File: src/rtl/traffic_pkg.sv
// Shared light codes, display glyphs and phase-state encoding for the
// N-approach traffic phase controller.
package traffic_pkg;

    localparam logic [1:0] LS_OFF = 2'b00;
    localparam logic [1:0] LS_GRN = 2'b01;
    localparam logic [1:0] LS_YEL = 2'b10;
    localparam logic [1:0] LS_RED = 2'b11;

    localparam logic [6:0] SEG_OFF = 7'b0000001;
    localparam logic [6:0] SEG_GRN = 7'b0010000;
    localparam logic [6:0] SEG_YEL = 7'b1011000;
    localparam logic [6:0] SEG_RED = 7'b0111001;

    typedef enum logic [1:0] {
        GREEN  = 2'd0,
        YELLOW = 2'd1,
        WALK   = 2'd2,
        ALLRED = 2'd3
    } phase_t;

    // Maps a 2-bit light code to the segment pattern shown for it.
    function automatic logic [6:0] glyph_of(input logic [1:0] code);
        case (code)
            LS_OFF:  return SEG_OFF;
            LS_GRN:  return SEG_GRN;
            LS_YEL:  return SEG_YEL;
            default: return SEG_RED;
        endcase
    endfunction

endpackage

File: src/rtl/seg_scan.sv
// Multiplexed 7-segment scan: one digit per approach, advancing every cycle.
// Anode and segment pattern are registered together so they never disagree.
module seg_scan
    import traffic_pkg::*;
#(
    parameter int NUM_APPROACH = 2
) (
    input  logic                      clk_out_2,
    input  logic                      reset,
    input  logic [2*NUM_APPROACH-1:0] light_state,
    output logic [6:0]                to_seg,
    output logic [3:0]                lights_on
);

    localparam logic [1:0] LAST_DIG = 2'(NUM_APPROACH - 1);

    logic [1:0] dig;
    logic [1:0] dig_n;
    logic [1:0] code;

    // Next digit and the light code of the approach it will show.
    always_comb begin
        dig_n = (dig == LAST_DIG) ? 2'd0 : dig + 2'd1;
        code  = LS_RED;
        for (int i = 0; i < NUM_APPROACH; i++) begin
            if (i == int'(dig_n)) begin
                code = light_state[2*i +: 2];
            end
        end
    end

    // Digit counter with coherent anode/segment registers.
    always_ff @(posedge clk_out_2) begin
        if (reset) begin
            dig       <= 2'd0;
            to_seg    <= SEG_RED;
            lights_on <= 4'b1110;
        end else begin
            dig       <= dig_n;
            to_seg    <= glyph_of(code);
            lights_on <= ~(4'b0001 << dig_n);
        end
    end

endmodule

File: src/rtl/traffic_phase_ctrl.sv
// N-approach traffic phase controller: rotating green with amber and all-red
// clearance, one-shot sensor extension, optional empty-approach skipping,
// latched pedestrian walk phase and an integrated display scan.
//
// state  | meaning
// GREEN  | approach cur green, all others red
// YELLOW | approach cur amber, all others red
// WALK   | all red, pedestrian lamp on
// ALLRED | all red clearance before the next green
module traffic_phase_ctrl
    import traffic_pkg::*;
#(
    parameter int NUM_APPROACH = 2,
    parameter int CNT_W        = 6,
    parameter int TICK_DIV     = 1000,
    parameter int T_GREEN      = 6,
    parameter int T_EXT        = 3,
    parameter int T_YEL        = 2,
    parameter int T_ALLRED     = 1,
    parameter int T_WALK       = 3,
    parameter int SKIP_EMPTY   = 0
) (
    input  logic                      clk_out_2,
    input  logic                      reset,
    input  logic [NUM_APPROACH-1:0]   sensor,
    input  logic                      walk,
    output logic [2*NUM_APPROACH-1:0] light_state,
    output logic                      walk_light,
    output logic [1:0]                phase_idx,
    output logic [6:0]                to_seg,
    output logic [3:0]                lights_on
);

    localparam int              TW        = (TICK_DIV > 1) ? $clog2(TICK_DIV) : 1;
    localparam logic [TW-1:0]   TICK_LAST = TW'(TICK_DIV - 1);
    localparam logic [CNT_W-1:0] G_LAST   = CNT_W'(T_GREEN - 1);
    localparam logic [CNT_W-1:0] GX_LAST  = CNT_W'(T_GREEN + T_EXT - 1);
    localparam logic [CNT_W-1:0] Y_LAST   = CNT_W'(T_YEL - 1);
    localparam logic [CNT_W-1:0] W_LAST   = CNT_W'(T_WALK - 1);
    localparam logic [CNT_W-1:0] R_LAST   = CNT_W'(T_ALLRED - 1);
    localparam logic [1:0]      LAST_APP  = 2'(NUM_APPROACH - 1);

    logic [TW-1:0]           tick_cnt;
    logic                    tick;
    phase_t                  state, state_n;
    logic [1:0]              cur, cur_n, nxt;
    logic [CNT_W-1:0]        tmr, tmr_n;
    logic                    ext_done, ext_n;
    logic [NUM_APPROACH-1:0] demand, demand_n;
    logic                    walk_req, walk_req_n;
    logic                    cur_sense, others_dem;
    logic [1:0]              own_code;
    logic [2*NUM_APPROACH-1:0] ls_n;

    assign tick = (tick_cnt == TICK_LAST);

    // Next phase, timer, demand/walk latches and the lamp pattern to register.
    always_comb begin
        state_n    = state;
        cur_n      = cur;
        tmr_n      = tmr;
        ext_n      = ext_done;
        demand_n   = demand | sensor;
        walk_req_n = walk_req | (walk && (state != WALK));
        cur_sense  = 1'b0;
        others_dem = 1'b0;
        nxt        = (cur == LAST_APP) ? 2'd0 : cur + 2'd1;

        for (int i = 0; i < NUM_APPROACH; i++) begin
            if (i == int'(cur)) begin
                cur_sense = sensor[i];
            end else begin
                others_dem = others_dem | demand[i];
            end
        end

        // Descending distance so the nearest demanding approach wins; the
        // current approach itself is the farthest candidate.
        if (SKIP_EMPTY != 0) begin
            for (int k = NUM_APPROACH; k >= 1; k--) begin
                for (int i = 0; i < NUM_APPROACH; i++) begin
                    if (demand[i] && (i == ((int'(cur) + k >= NUM_APPROACH) ?
                                            int'(cur) + k - NUM_APPROACH :
                                            int'(cur) + k))) begin
                        nxt = 2'(i);
                    end
                end
            end
        end

        if (tick) begin
            case (state)
                GREEN: begin
                    if (tmr == (ext_done ? GX_LAST : G_LAST)) begin
                        if (!ext_done && cur_sense && !others_dem && !walk_req) begin
                            ext_n = 1'b1;
                            tmr_n = tmr + 1'b1;
                        end else begin
                            state_n = YELLOW;
                            tmr_n   = '0;
                        end
                    end else begin
                        tmr_n = tmr + 1'b1;
                    end
                end
                YELLOW: begin
                    if (tmr == Y_LAST) begin
                        tmr_n = '0;
                        if (walk_req) begin
                            state_n    = WALK;
                            walk_req_n = 1'b0;
                        end else begin
                            state_n = ALLRED;
                        end
                    end else begin
                        tmr_n = tmr + 1'b1;
                    end
                end
                WALK: begin
                    if (tmr == W_LAST) begin
                        state_n = ALLRED;
                        tmr_n   = '0;
                    end else begin
                        tmr_n = tmr + 1'b1;
                    end
                end
                ALLRED: begin
                    if (tmr == R_LAST) begin
                        state_n = GREEN;
                        cur_n   = nxt;
                        ext_n   = 1'b0;
                        tmr_n   = '0;
                        for (int i = 0; i < NUM_APPROACH; i++) begin
                            if (i == int'(nxt)) begin
                                demand_n[i] = 1'b0;
                            end
                        end
                    end else begin
                        tmr_n = tmr + 1'b1;
                    end
                end
                default: state_n = ALLRED;
            endcase
        end

        case (state_n)
            GREEN:   own_code = LS_GRN;
            YELLOW:  own_code = LS_YEL;
            default: own_code = LS_RED;
        endcase
        ls_n = '1;
        for (int i = 0; i < NUM_APPROACH; i++) begin
            if (i == int'(cur_n)) begin
                ls_n[2*i +: 2] = own_code;
            end
        end
    end

    // Prescaler, phase state and registered lamp outputs.
    always_ff @(posedge clk_out_2) begin
        if (reset) begin
            tick_cnt    <= '0;
            state       <= ALLRED;
            cur         <= LAST_APP;
            tmr         <= '0;
            ext_done    <= 1'b0;
            demand      <= '0;
            walk_req    <= 1'b0;
            light_state <= '1;
            walk_light  <= 1'b0;
            phase_idx   <= LAST_APP;
        end else begin
            tick_cnt    <= tick ? '0 : tick_cnt + 1'b1;
            state       <= state_n;
            cur         <= cur_n;
            tmr         <= tmr_n;
            ext_done    <= ext_n;
            demand      <= demand_n;
            walk_req    <= walk_req_n;
            light_state <= ls_n;
            walk_light  <= (state_n == WALK);
            phase_idx   <= cur_n;
        end
    end

    seg_scan #(
        .NUM_APPROACH (NUM_APPROACH)
    ) u_seg_scan (
        .clk_out_2   (clk_out_2),
        .reset       (reset),
        .light_state (light_state),
        .to_seg      (to_seg),
        .lights_on   (lights_on)
    );

endmodule
File: config.mk
export PLATFORM = sky130hd
export DESIGN_NAME = traffic_phase_ctrl
export DESIGN_NICKNAME = d
export VERILOG_FILES = /design/src/rtl/traffic_pkg.sv /design/src/rtl/seg_scan.sv /design/src/rtl/traffic_phase_ctrl.sv
export SDC_FILE = /design/constraint.sdc
export NUM_CORES = 1
export LEC_CHECK = 0
export CAP_MARGIN = 20
export CORE_MARGIN = 2
export CORE_UTILIZATION = 54
export DETAILED_ROUTE_END_ITERATION = 8
export PLACE_DENSITY = 0.78
export SLEW_MARGIN = 0
export SYNTH_ARGS = -nofsm -noshare
export SYNTH_HDL_FRONTEND = slang
export SYNTH_HIERARCHICAL = 1
export SYNTH_SLANG_ARGS = --single-unit
File: constraint.sdc
create_clock -name clk_out_2 -period 3.13 [get_ports clk_out_2]
set_clock_uncertainty 0.1 [all_clocks]
set_input_delay 0.626 -clock clk_out_2 [delete_from_list [all_inputs] [get_ports clk_out_2]]
set_output_delay 0.626 -clock clk_out_2 [all_outputs]
set_load 0.1 [all_outputs]
# Word-level counts from Yosys, hierarchy flattened
# Index checks and enable logic that the tools add are counted.
[classes]
n_bitwise = 6
reduce_logical = 20
n_div = 0
n_addsub = 4
n_mux = 41
shifts = 1
mul = 0
eq_ne = 21
n_lt_le_gt_ge = 0
[ops]
columns = ["operator", "count"]
rows = [
  ["2-bit two-way mux", 16],
  ["6-bit two-way mux", 5],
  ["6-bit one-hot mux with 4 select lines", 1],
  ["7-bit one-hot mux with 3 select lines", 1],
  ["2-bit logical NOT", 7],
  ["1-bit two-way mux", 14],
  ["10-bit by 1-bit adder with 10-bit output, second input constant", 1],
  ["10-bit equality test, second input constant", 1],
  ["2-bit by 1-bit equality test with 1-bit output, second input constant", 5],
  ["2-bit equality test, first input constant", 4],
  ["2-bit equality test, second input constant", 4],
  ["2-bit != test, second input constant", 4],
  ["2-bit one-hot mux with 4 select lines", 1],
  ["6-bit by 1-bit adder with 6-bit output, second input constant", 1],
  ["6-bit by 1-bit equality test with 1-bit output, second input constant", 1],
  ["6-bit by 2-bit equality test with 1-bit output, second input constant", 1],
  ["6-bit by 4-bit equality test with 1-bit output", 1],
  ["6-bit logical NOT", 1],
  ["2-bit OR reduction", 3],
  ["5-bit AND reduction", 1],
  ["2-bit by 1-bit adder with 2-bit output, second input constant", 2],
  ["1-bit logical AND", 4],
  ["4-bit two-way mux", 1],
  ["4-bit NOT", 1],
  ["other kinds (8)", 12],
]
[totals]
ramBits = 0
mem_count = 0
output_inout_bits = 18
elab_cells = 106
regBits = 42
input_bits = 5
rom_bits = 0
latchBits = 0

# Depth between registers and ports, before layout
# Gate-level depths: netlist (run 1).
[logic_depth]
ltp_word = 13
depth_mapped = 7
depth_no_buf = 7

# Hierarchy
# The synthesis (run 1) kept the hierarchy.
[modules_own_cells]
columns = ["mod", "seq_area_each_um2", "n_inst", "area_per_inst_um2", "cells_per_inst"]
rows = [
  ["traffic_phase_ctrl", 580.6, 1, 1377.6, 150],
  ["seg_scan", 220.2, 1, 386.6, 37],
]

# Least setup slack after synthesis (run 1)
# OpenSTA, ideal clock, no wires.
[synth_path]
kind = "reg2reg"
start = "register cur[0]"
end = "register light_state[3]"
n_path_buf = 0
setup_ps = 134
arrival_time_ps = 2370
path_slack_ps = 526
stages_incl_launch_ff = 6
path_cell_list = "dfxtp_1 > or3b_1 > a2111oi_2 > nor2_1 > o22a_1 > or4_1"
[synth_via]
elab_chain_len = 13
word_cells_on_any_way = 27
cone_classes = "add/sub: 1; eq/ne: 4; mux: 13; bitwise: 2; reduce/logical: 7"
[synth_lines]
columns = ["element", "line_no", "text"]
rows = [
  ["from (decl)", "traffic_phase_ctrl.sv:46", "logic [1:0] cur, cur_n, nxt;"],
  ["from (signal assigned)", "traffic_phase_ctrl.sv:175", "cur <= cur_n;"],
  ["2-bit logical NOT", "traffic_phase_ctrl.sv:70", "if (i == int'(cur)) begin"],
  ["1-bit two-way mux", "traffic_phase_ctrl.sv:70", ""],
  ["1-bit OR", "traffic_phase_ctrl.sv:73", "others_dem = others_dem | demand[i];"],
  ["1-bit two-way mux", "traffic_phase_ctrl.sv:70", ""],
  ["1-bit logical NOT", "traffic_phase_ctrl.sv:95", "if (!ext_done && cur_sense && !others_dem && !walk_req) begin"],
  ["1-bit logical AND (2 in series)", "traffic_phase_ctrl.sv:95", ""],
  ["2-bit two-way mux", "traffic_phase_ctrl.sv:95", ""],
  ["2-bit two-way mux", "traffic_phase_ctrl.sv:94", "if (tmr == (ext_done ? GX_LAST : G_LAST)) begin"],
  ["2-bit one-hot mux with 4 select lines", "traffic_phase_ctrl.sv:92", "case (state)"],
  ["2-bit two-way mux", "traffic_phase_ctrl.sv:91", "if (tick) begin"],
  ["2-bit by 1-bit equality test with 1-bit output / 2-bit logical NOT (equally long branches)", "traffic_phase_ctrl.sv:146", "case (state_n)"],
  ["2-bit one-hot mux with 2 select lines", "traffic_phase_ctrl.sv:146", ""],
  ["to (signal assigned)", "traffic_phase_ctrl.sv:180", "light_state <= ls_n;"],
  ["to (decl)", "traffic_phase_ctrl.sv:27", "output logic [2*NUM_APPROACH-1:0] light_state,"],
]
# Parallel ways exist; a longest one is shown, timed or not.
# A chain may end at the register's enable or synchronous reset.

# Final worst setup path (run 1)
[layout_path]
start = "input port sensor[0]"
end = "register light_state[3]"
[layout_via]
elab_chain_len = 11
word_cells_on_any_way = 12
cone_classes = "eq/ne: 1; mux: 7; reduce/logical: 4"
[layout_lines]
columns = ["element", "line_no", "text"]
rows = [
  ["from (decl)", "traffic_phase_ctrl.sv:25", "input logic [NUM_APPROACH-1:0] sensor,"],
  ["1-bit two-way mux (*) (2 in series)", "traffic_phase_ctrl.sv:70", ""],
  ["1-bit logical AND (*) (3 in series)", "traffic_phase_ctrl.sv:95", ""],
  ["2-bit two-way mux (*)", "traffic_phase_ctrl.sv:95", ""],
  ["2-bit two-way mux (*)", "traffic_phase_ctrl.sv:94", ""],
  ["2-bit one-hot mux with 4 select lines (*)", "traffic_phase_ctrl.sv:92", ""],
  ["2-bit two-way mux (*)", "traffic_phase_ctrl.sv:91", ""],
  ["2-bit by 1-bit equality test with 1-bit output / 2-bit logical NOT (equally long branches)", "traffic_phase_ctrl.sv:146", ""],
  ["2-bit one-hot mux with 2 select lines (*)", "traffic_phase_ctrl.sv:146", ""],
]
# Every way passes the cells marked *; elsewhere a longest branch is shown, timed or not.

==> key figures, run 1 <==
Route
  • WL/cell: 13.3 um
  • Via density: 5.58
  • Routed vias: 1,417
  • DRC: 0
  • Detailed Routing Iterations Pass 1: 4
  • DRT iter0 DRCs: 34
  • Routed Antenna Nets: 0
  • Final WL: 3.37 mm

Clock network
  • Root Buffer: clkbuf_4
  • Cts repair resizes: 0
  • CTS tree: yes
  • Clock Path Buffers: 2
  • Post-CTS setup buffers: 0
  • Worst-path clk slew: 110 ps
  • CTS Buf Count: 5
  • H-tree depth: 2
  • Clock Latency Late Sink: 340 ps
  • Clk sink count: 40
  • Hold Buf Count CTS: 0

Critical path
  • Startpoint Class: input port
  • Critical Path RT: 3260 ps
  • WP buf/inv: 1
  • Worst setup EP type: flip-flop
  • Crit path cell chain: clkdlybuf4s50_1 > or3b_1 > a2111oi_2 > nor2_1 > o22a_1 > or4_1
  • Cell family with most CP delay: simple AND/OR/NAND/NOR gates
  • Crit path max-delay cell type: a2111oi_2
  • Worst path arrival time: 2800 ps
  • Setup Crit Path Kind: input port to flip-flop
  • Top fanout value on the critical path: 6
  • Crit-path max cell delay: 500 ps

STA
  • Hold Slack: 352 ps
  • Final period utilization: 0.854
  • Count of pins over their slew limit: 0
  • Slew @ Worst Pin: 657 ps
  • Unrepaired setup endpoints after global routing: no
  • Final setup vio count: 0
  • Final Hold Vio Count: 0
  • Slew margin rel.: 0.558
  • Final TNS setup: 0 ps
  • Final min period: 2670 ps
  • Max Freq: 374 MHz

Placed design
  • Placed Area: 1950 um2
  • Port-buffer cells: 20
  • Detailed placer's ending HPWL: 2.46 mm
  • Final Wtd Congestion: 0.814

Synth
  • Post-synthesis sequential area ratio: 0.454
  • Number of synthesized flops with an enable pin: 0
  • Yosys cell types: 50
  • Count of state elements after synthesis: 40
  • Synth Flop Type: dfxtp_1
  • Synth Instances: 187
  • Fraction of registers with async set/reset: 0
  • Mapped Area: 1760 um2
  • Syn_area_per_cell: 9.43 um2
  • Yosys warns: 6

Layout
  • Fraction of layout cells with a size suffix above 1: 0.171
  • Commonest non-fill, non-tap cell in the layout: dfxtp_1
  • Most frequent cells in the layout: dfxtp_1 (40), nor2_1 (22), buf_4 (18)
  • Layout net count: 222
  • Fin area: 2010 um2
  • Layout area overhead: 13.9%
  • Antenna cells: 0

Flow run
  • Max-Cap Viols: 0

Power
  • Total power: 0.926 mW
  • Static Leak: 0.803 nW
  • Pwr dens: 461 nW/um2
  • Worst IR Drop VDD: 0.210 mV

GRT
  • Largest net degree at the start of global routing: 22
  • Total track usage: 0.205
  • First-pass GRT wire length: 5.66 mm
  • Vias in the first global route: 1,326
  • Number of antenna violations at the first check in global routing: 0
  • Remaining global-route overflow: 0

Floorplan
  • Total core area: 3080 um2
  • Die width: 61.2 um
  • Row count: 20
  • Die area: 3740 um2
  • Ports: 23
  • Initial core utilization: 0.573
  • Die span in y: 61.2 um

Run status
  • Status: finished, final reports clean

Worst hold path
  • Tightest Hold Check Type: flip-flop to flip-flop
[cell usage after synthesis, drive strengths merged (2+ instances only)]
cell type | count | share of area
dfxtp | 40 | 0.45
nor2 | 22 | 0.047
nand2 | 10 | 0.021
nand3 | 9 | 0.026
ha | 8 | 0.057
xor2 | 8 | 0.040
o21ai | 6 | 0.017
or2 | 6 | 0.023
a21oi | 5 | 0.014
clkbuf | 5 | 0.011
or3 | 5 | 0.018
inv | 4 | 0.0085
nand2b | 4 | 0.014
nor4 | 4 | 0.023
and2 | 3 | 0.011
and3 | 3 | 0.011
buf | 3 | 0.015
o21a | 3 | 0.013
or4 | 3 | 0.015
xnor2 | 3 | 0.015
a211oi | 2 | 0.0085
a2bb2oi | 2 | 0.0099
a31oi | 2 | 0.0071
a41oi | 2 | 0.0099
conb | 2 | 0.0043
mux2i | 2 | 0.011
nand3b | 2 | 0.0085
nand4 | 2 | 0.0071
nor3 | 2 | 0.0057
[final timing paths]
path,start,to,slack [ps],cells past startpoint
setup reg to reg,tick_cnt[0],light_state[2],750,6
hold reg to reg,u_seg_scan/dig[1],u_seg_scan/lights_on[3],350,1
setup / recovery,sensor[0],light_state[3],460,6
hold / removal,u_seg_scan/dig[1],u_seg_scan/lights_on[3],350,1
[final cells by class]
class | count | area [um2]
clock buffers | 5 | 37.5
repair buffers | 22 | 175
flip-flops and latches | 40 | 801
inverters | 4 | 15.0
multi-input cells | 136 | 907
fillers | 272 | 1070
clock inverters | 3 | 18.8
well taps | 44 | 55.1
[where the power goes]
group | leakage [nW] | switching (mW) | internal [mW]
clock | 0.0349 | 0.165 | 0.0863
combinational | 0.441 | 0.0985 | 0.0382
sequential | 0.327 | 0.0127 | 0.525
total | 0.803 | 0.277 | 0.649
[metrics by stage]
step / instances / util / worst slack, ps
after detailed placement: 246 / 0.635 / 99.5
final: 254 / 0.653 / 457
after CTS: 254 / 0.653 / 469
after global routing: 254 / 0.653 / 399
after global placement: 246 / 0.635 / 190
after floorplan: 188 / - / 526
[sequential cells by signal (all words and copies together), names as in the netlist]
signal	cells
tick_cnt	10
tmr	6
u_seg_scan/to_seg	5
light_state	4
u_seg_scan/lights_on	4
cur	2
demand	2
state	2
u_seg_scan/dig	2
ext_done	1
walk_light	1
walk_req	1
[worst reg2reg max path, stage by stage (launching register included)]
cell and delay, ps:
dfxtp_1 410, ha_1 280, nand3b_1 200, nor3_1 320
buf_4 240, o22a_1 240, or4b_1 460
[logic make-up (layout without fill, tap and decap cells)]
group / count (synthesis) / count (layout) / share of synthesized area
AO/OA/AOI/OAI: 28 / 28 / 0.111
XOR/XNOR: 11 / 11 / 0.0546
adder cells (fa/ha/maj): 8 / 8 / 0.0567
buffers and inverters: 12 / 34 / 0.0340
flip-flops: 40 / 40 / 0.454
multiplexers: 2 / 2 / 0.0113
other: 2 / 3 / 0.00426
AND/OR/NAND/NOR: 84 / 84 / 0.274
[metal layers]
layer	share of wire	track usage
met5	0	0
met4	0.014	0.0745
met3	0.043	0.0630
met2	0.51	0.359
met1	0.43	0.236
Power figures use the tool's default switching activity.
==> run 2, diff against run 1 <==
Settings changed: ABC_CLOCK_PERIOD_IN_PS from default to 3130.
==> results of run 2 <==
The final DEF is identical to that of run 1; final timing and power are the same.
==> run 3, diff against run 2 <==
Settings changed: CORE_MARGIN 2 to default, PLACE_DENSITY 0.78 to 0.86.
==> key figures, run 3 (synthesis results as in run 1) <==
Clock network
  • H-tree depth: 2 (unchanged)
  • Hold Buf Count CTS: 0 (unchanged)
  • Clock Path Buffers: 2 (unchanged)
  • Clk sink count: 40 (unchanged)
  • Worst-path clk slew: 120 ps (about the same)
  • Root Buffer: clkbuf_4
  • CTS Buf Count: 5 (unchanged)
  • Clock Latency Late Sink: 350 ps (about the same)
  • Post-CTS setup buffers: 0 (unchanged)
  • CTS tree: yes
  • Cts repair resizes: 0 (unchanged)

Layout
  • Biggest regs: tick_cnt: 10 flops, tmr: 6 flops, u_seg_scan/to_seg: 5 flops
  • Most frequent cells in the layout: dfxtp_1 (40), nor2_1 (22), buf_4 (18)
  • Layout area overhead: 14.2%
  • Largest Register: tick_cnt
  • Fillers: 266 (-2.2%)
  • Area of the multi-input gates: 907 um2 (unchanged)
  • FF/Latch Area: 801 um2 (unchanged)
  • Largest register FFs: 10 (unchanged)
  • Fraction of layout cells with a size suffix above 1: 0.171 (unchanged)
  • Layout net count: 222 (unchanged)
  • Commonest non-fill, non-tap cell in the layout: dfxtp_1
  • Antenna cells: 0 (unchanged)

Floorplan
  • Die area: 3500 um2 (-6.4%)
  • Initial core utilization: 0.573 (unchanged)
  • Die width: 59.2 um (-3.3%)
  • Ports: 23 (unchanged)
  • Die span in y: 59.2 um (-3.3%)
  • Total core area: 3080 um2 (unchanged)
  • Row count: 20 (unchanged)

Power
  • Switching pwr: 0.275 mW (-0.39%)
  • Worst IR Drop VDD: 0.349 mV (+66%)
  • Seq pwr share: 0.568 (-0.013)
  • Int Power: 0.670 mW (+3.2%)
  • Switching share of power: 0.291 (-0.00729)
  • Logic pwr share: 0.144 (-0.004)
  • Total power: 0.945 mW (+2.1%)
  • Static Leak: 0.806 nW (+0.38%)
  • Clock power share: 0.288 (+0.016)
  • Pwr dens: 469 nW/um2 (+1.8%)

Run status
  • Status: finished, final reports clean

STA
  • Count of pins over their slew limit: 0 (unchanged)
  • Hold Slack: 340 ps (-12.0 ps)
  • Final period utilization: 0.835 (-0.0186)
  • Unrepaired setup endpoints after global routing: no
  • Final TNS setup: 0 ps (unchanged)
  • Final min period: 2610 ps (-58.3 ps)
  • Final setup vio count: 0 (unchanged)
  • Max Freq: 382 MHz (+2.2%)
  • Final worst setup slack: 515 ps (+58.3 ps)
  • Final Hold Vio Count: 0 (unchanged)
  • Slew @ Worst Pin: 687 ps (+30.4 ps)
  • Slew margin rel.: 0.538 (-0.0205)

Flow run
  • Max-Cap Viols: 0 (unchanged)

GRT
  • Largest net degree at the start of global routing: 22 (unchanged)
  • First-pass GRT wire length: 5.73 mm (+1.1%)
  • Total track usage: 0.219 (+0.0139)
  • Vias in the first global route: 1,343 (+1.3%)
  • Remaining global-route overflow: 0 (unchanged)
  • Number of antenna violations at the first check in global routing: 0 (unchanged)

Placed design
  • Post-Place Setup Slack: 153 ps (+53.5 ps)
  • Port-buffer cells: 20 (unchanged)
  • Final Wtd Congestion: 0.867 (+6.6%)
  • Detailed placer's ending HPWL: 2.46 mm (-0.27%)

Critical path
  • Worst path arrival time: 2760 ps (-40 ps)
  • Reg2reg setup slack: 760 ps (about the same)
  • Crit-path max cell delay: 490 ps (about the same)
  • Setup Crit Path Kind: input port to flip-flop
  • Crit path cell chain: clkdlybuf4s50_1 > or3b_1 > a2111oi_2 > nor2_1 > o22a_1 > or4_1
  • Worst setup EP type: flip-flop
  • Startpoint Class: input port
  • Top fanout value on the critical path: 6 (unchanged)
  • Critical Path RT: 3270 ps (about the same)
  • Crit path max-delay cell type: clkdlybuf4s50_1

Route
  • WL/cell: 13.3 um (about the same)
  • Detailed Routing Iterations Pass 1: 4 (unchanged)
  • DRC: 0 (unchanged)
  • Routed Antenna Nets: 0 (unchanged)
  • Final WL: 3.37 mm (about the same)
  • DRT iter0 DRCs: 47 (+38%)
  • Via density: 5.46 (-2.0%)
  • Routed vias: 1,388 (-2.0%)

Worst hold path
  • Tightest Hold Check Type: flip-flop to flip-flop
## run 3: cell count changes in the layout (fill, tap and decap cells not counted), sizes merged
cell / previous run / this run
clkinv: 3 / 2
clkbuf: 5 / 6
## run 3: layout make-up
class,instances,area share
Multi-Input combinational cell,136,0.450
Tap cell,44,0.0273
Sequential cell,40,0.398
Inverter,4,0.00745
Clock buffer,6,0.0255
Clock inverter,2,0.00497
Timing Repair Buffer,22,0.0870
## run 3: metal layers
layer | global-route usage | vias to the layer above | wire [um]
li1 | - | 691 | -
met1 | 0.245 | 650 | 1430
met2 | 0.396 | 43 | 1720
met3 | 0.0721 | 4 | 192
met4 | 0.0612 | 0 | 25
met5 | 0 | - | 0
## run 3: per-stage QoR
step           instances  cell area, um2  utilization
3_5_place_dp         246            1950        0.635
6_report             254            2010        0.654
3_3_place_gp         246            1950        0.635
2_1_floorplan        188            1770            -
4_1_cts              254            2010        0.654
5_1_grt              254            2010        0.654
## run 3: path summary, 6_finish.rpt
kind,from,endpoint,cells past startpoint
max,sensor[0],light_state[3],6
min,u_seg_scan/dig[1],u_seg_scan/lights_on[3],1
max reg2reg,tick_cnt[0],light_state[2],7
min reg2reg,u_seg_scan/dig[1],u_seg_scan/lights_on[3],1
## run 3: power by group through the flow
stage,clock network [mW],registers (mW),logic (mW)
finish,0.273,0.537,0.136
floorplan,0,0.599,0.0593
detailed placement,0,0.548,0.136
global route,0.302,0.540,0.145
global placement,0,0.548,0.133
CTS,0.281,0.537,0.137
## run 3: critical path: cells and delay by family
family                 cells  cell delay, ps
and+or+nand+nor            3             930
buffers and inverters      1             490
AOI/OAI and AO/OA          2             710
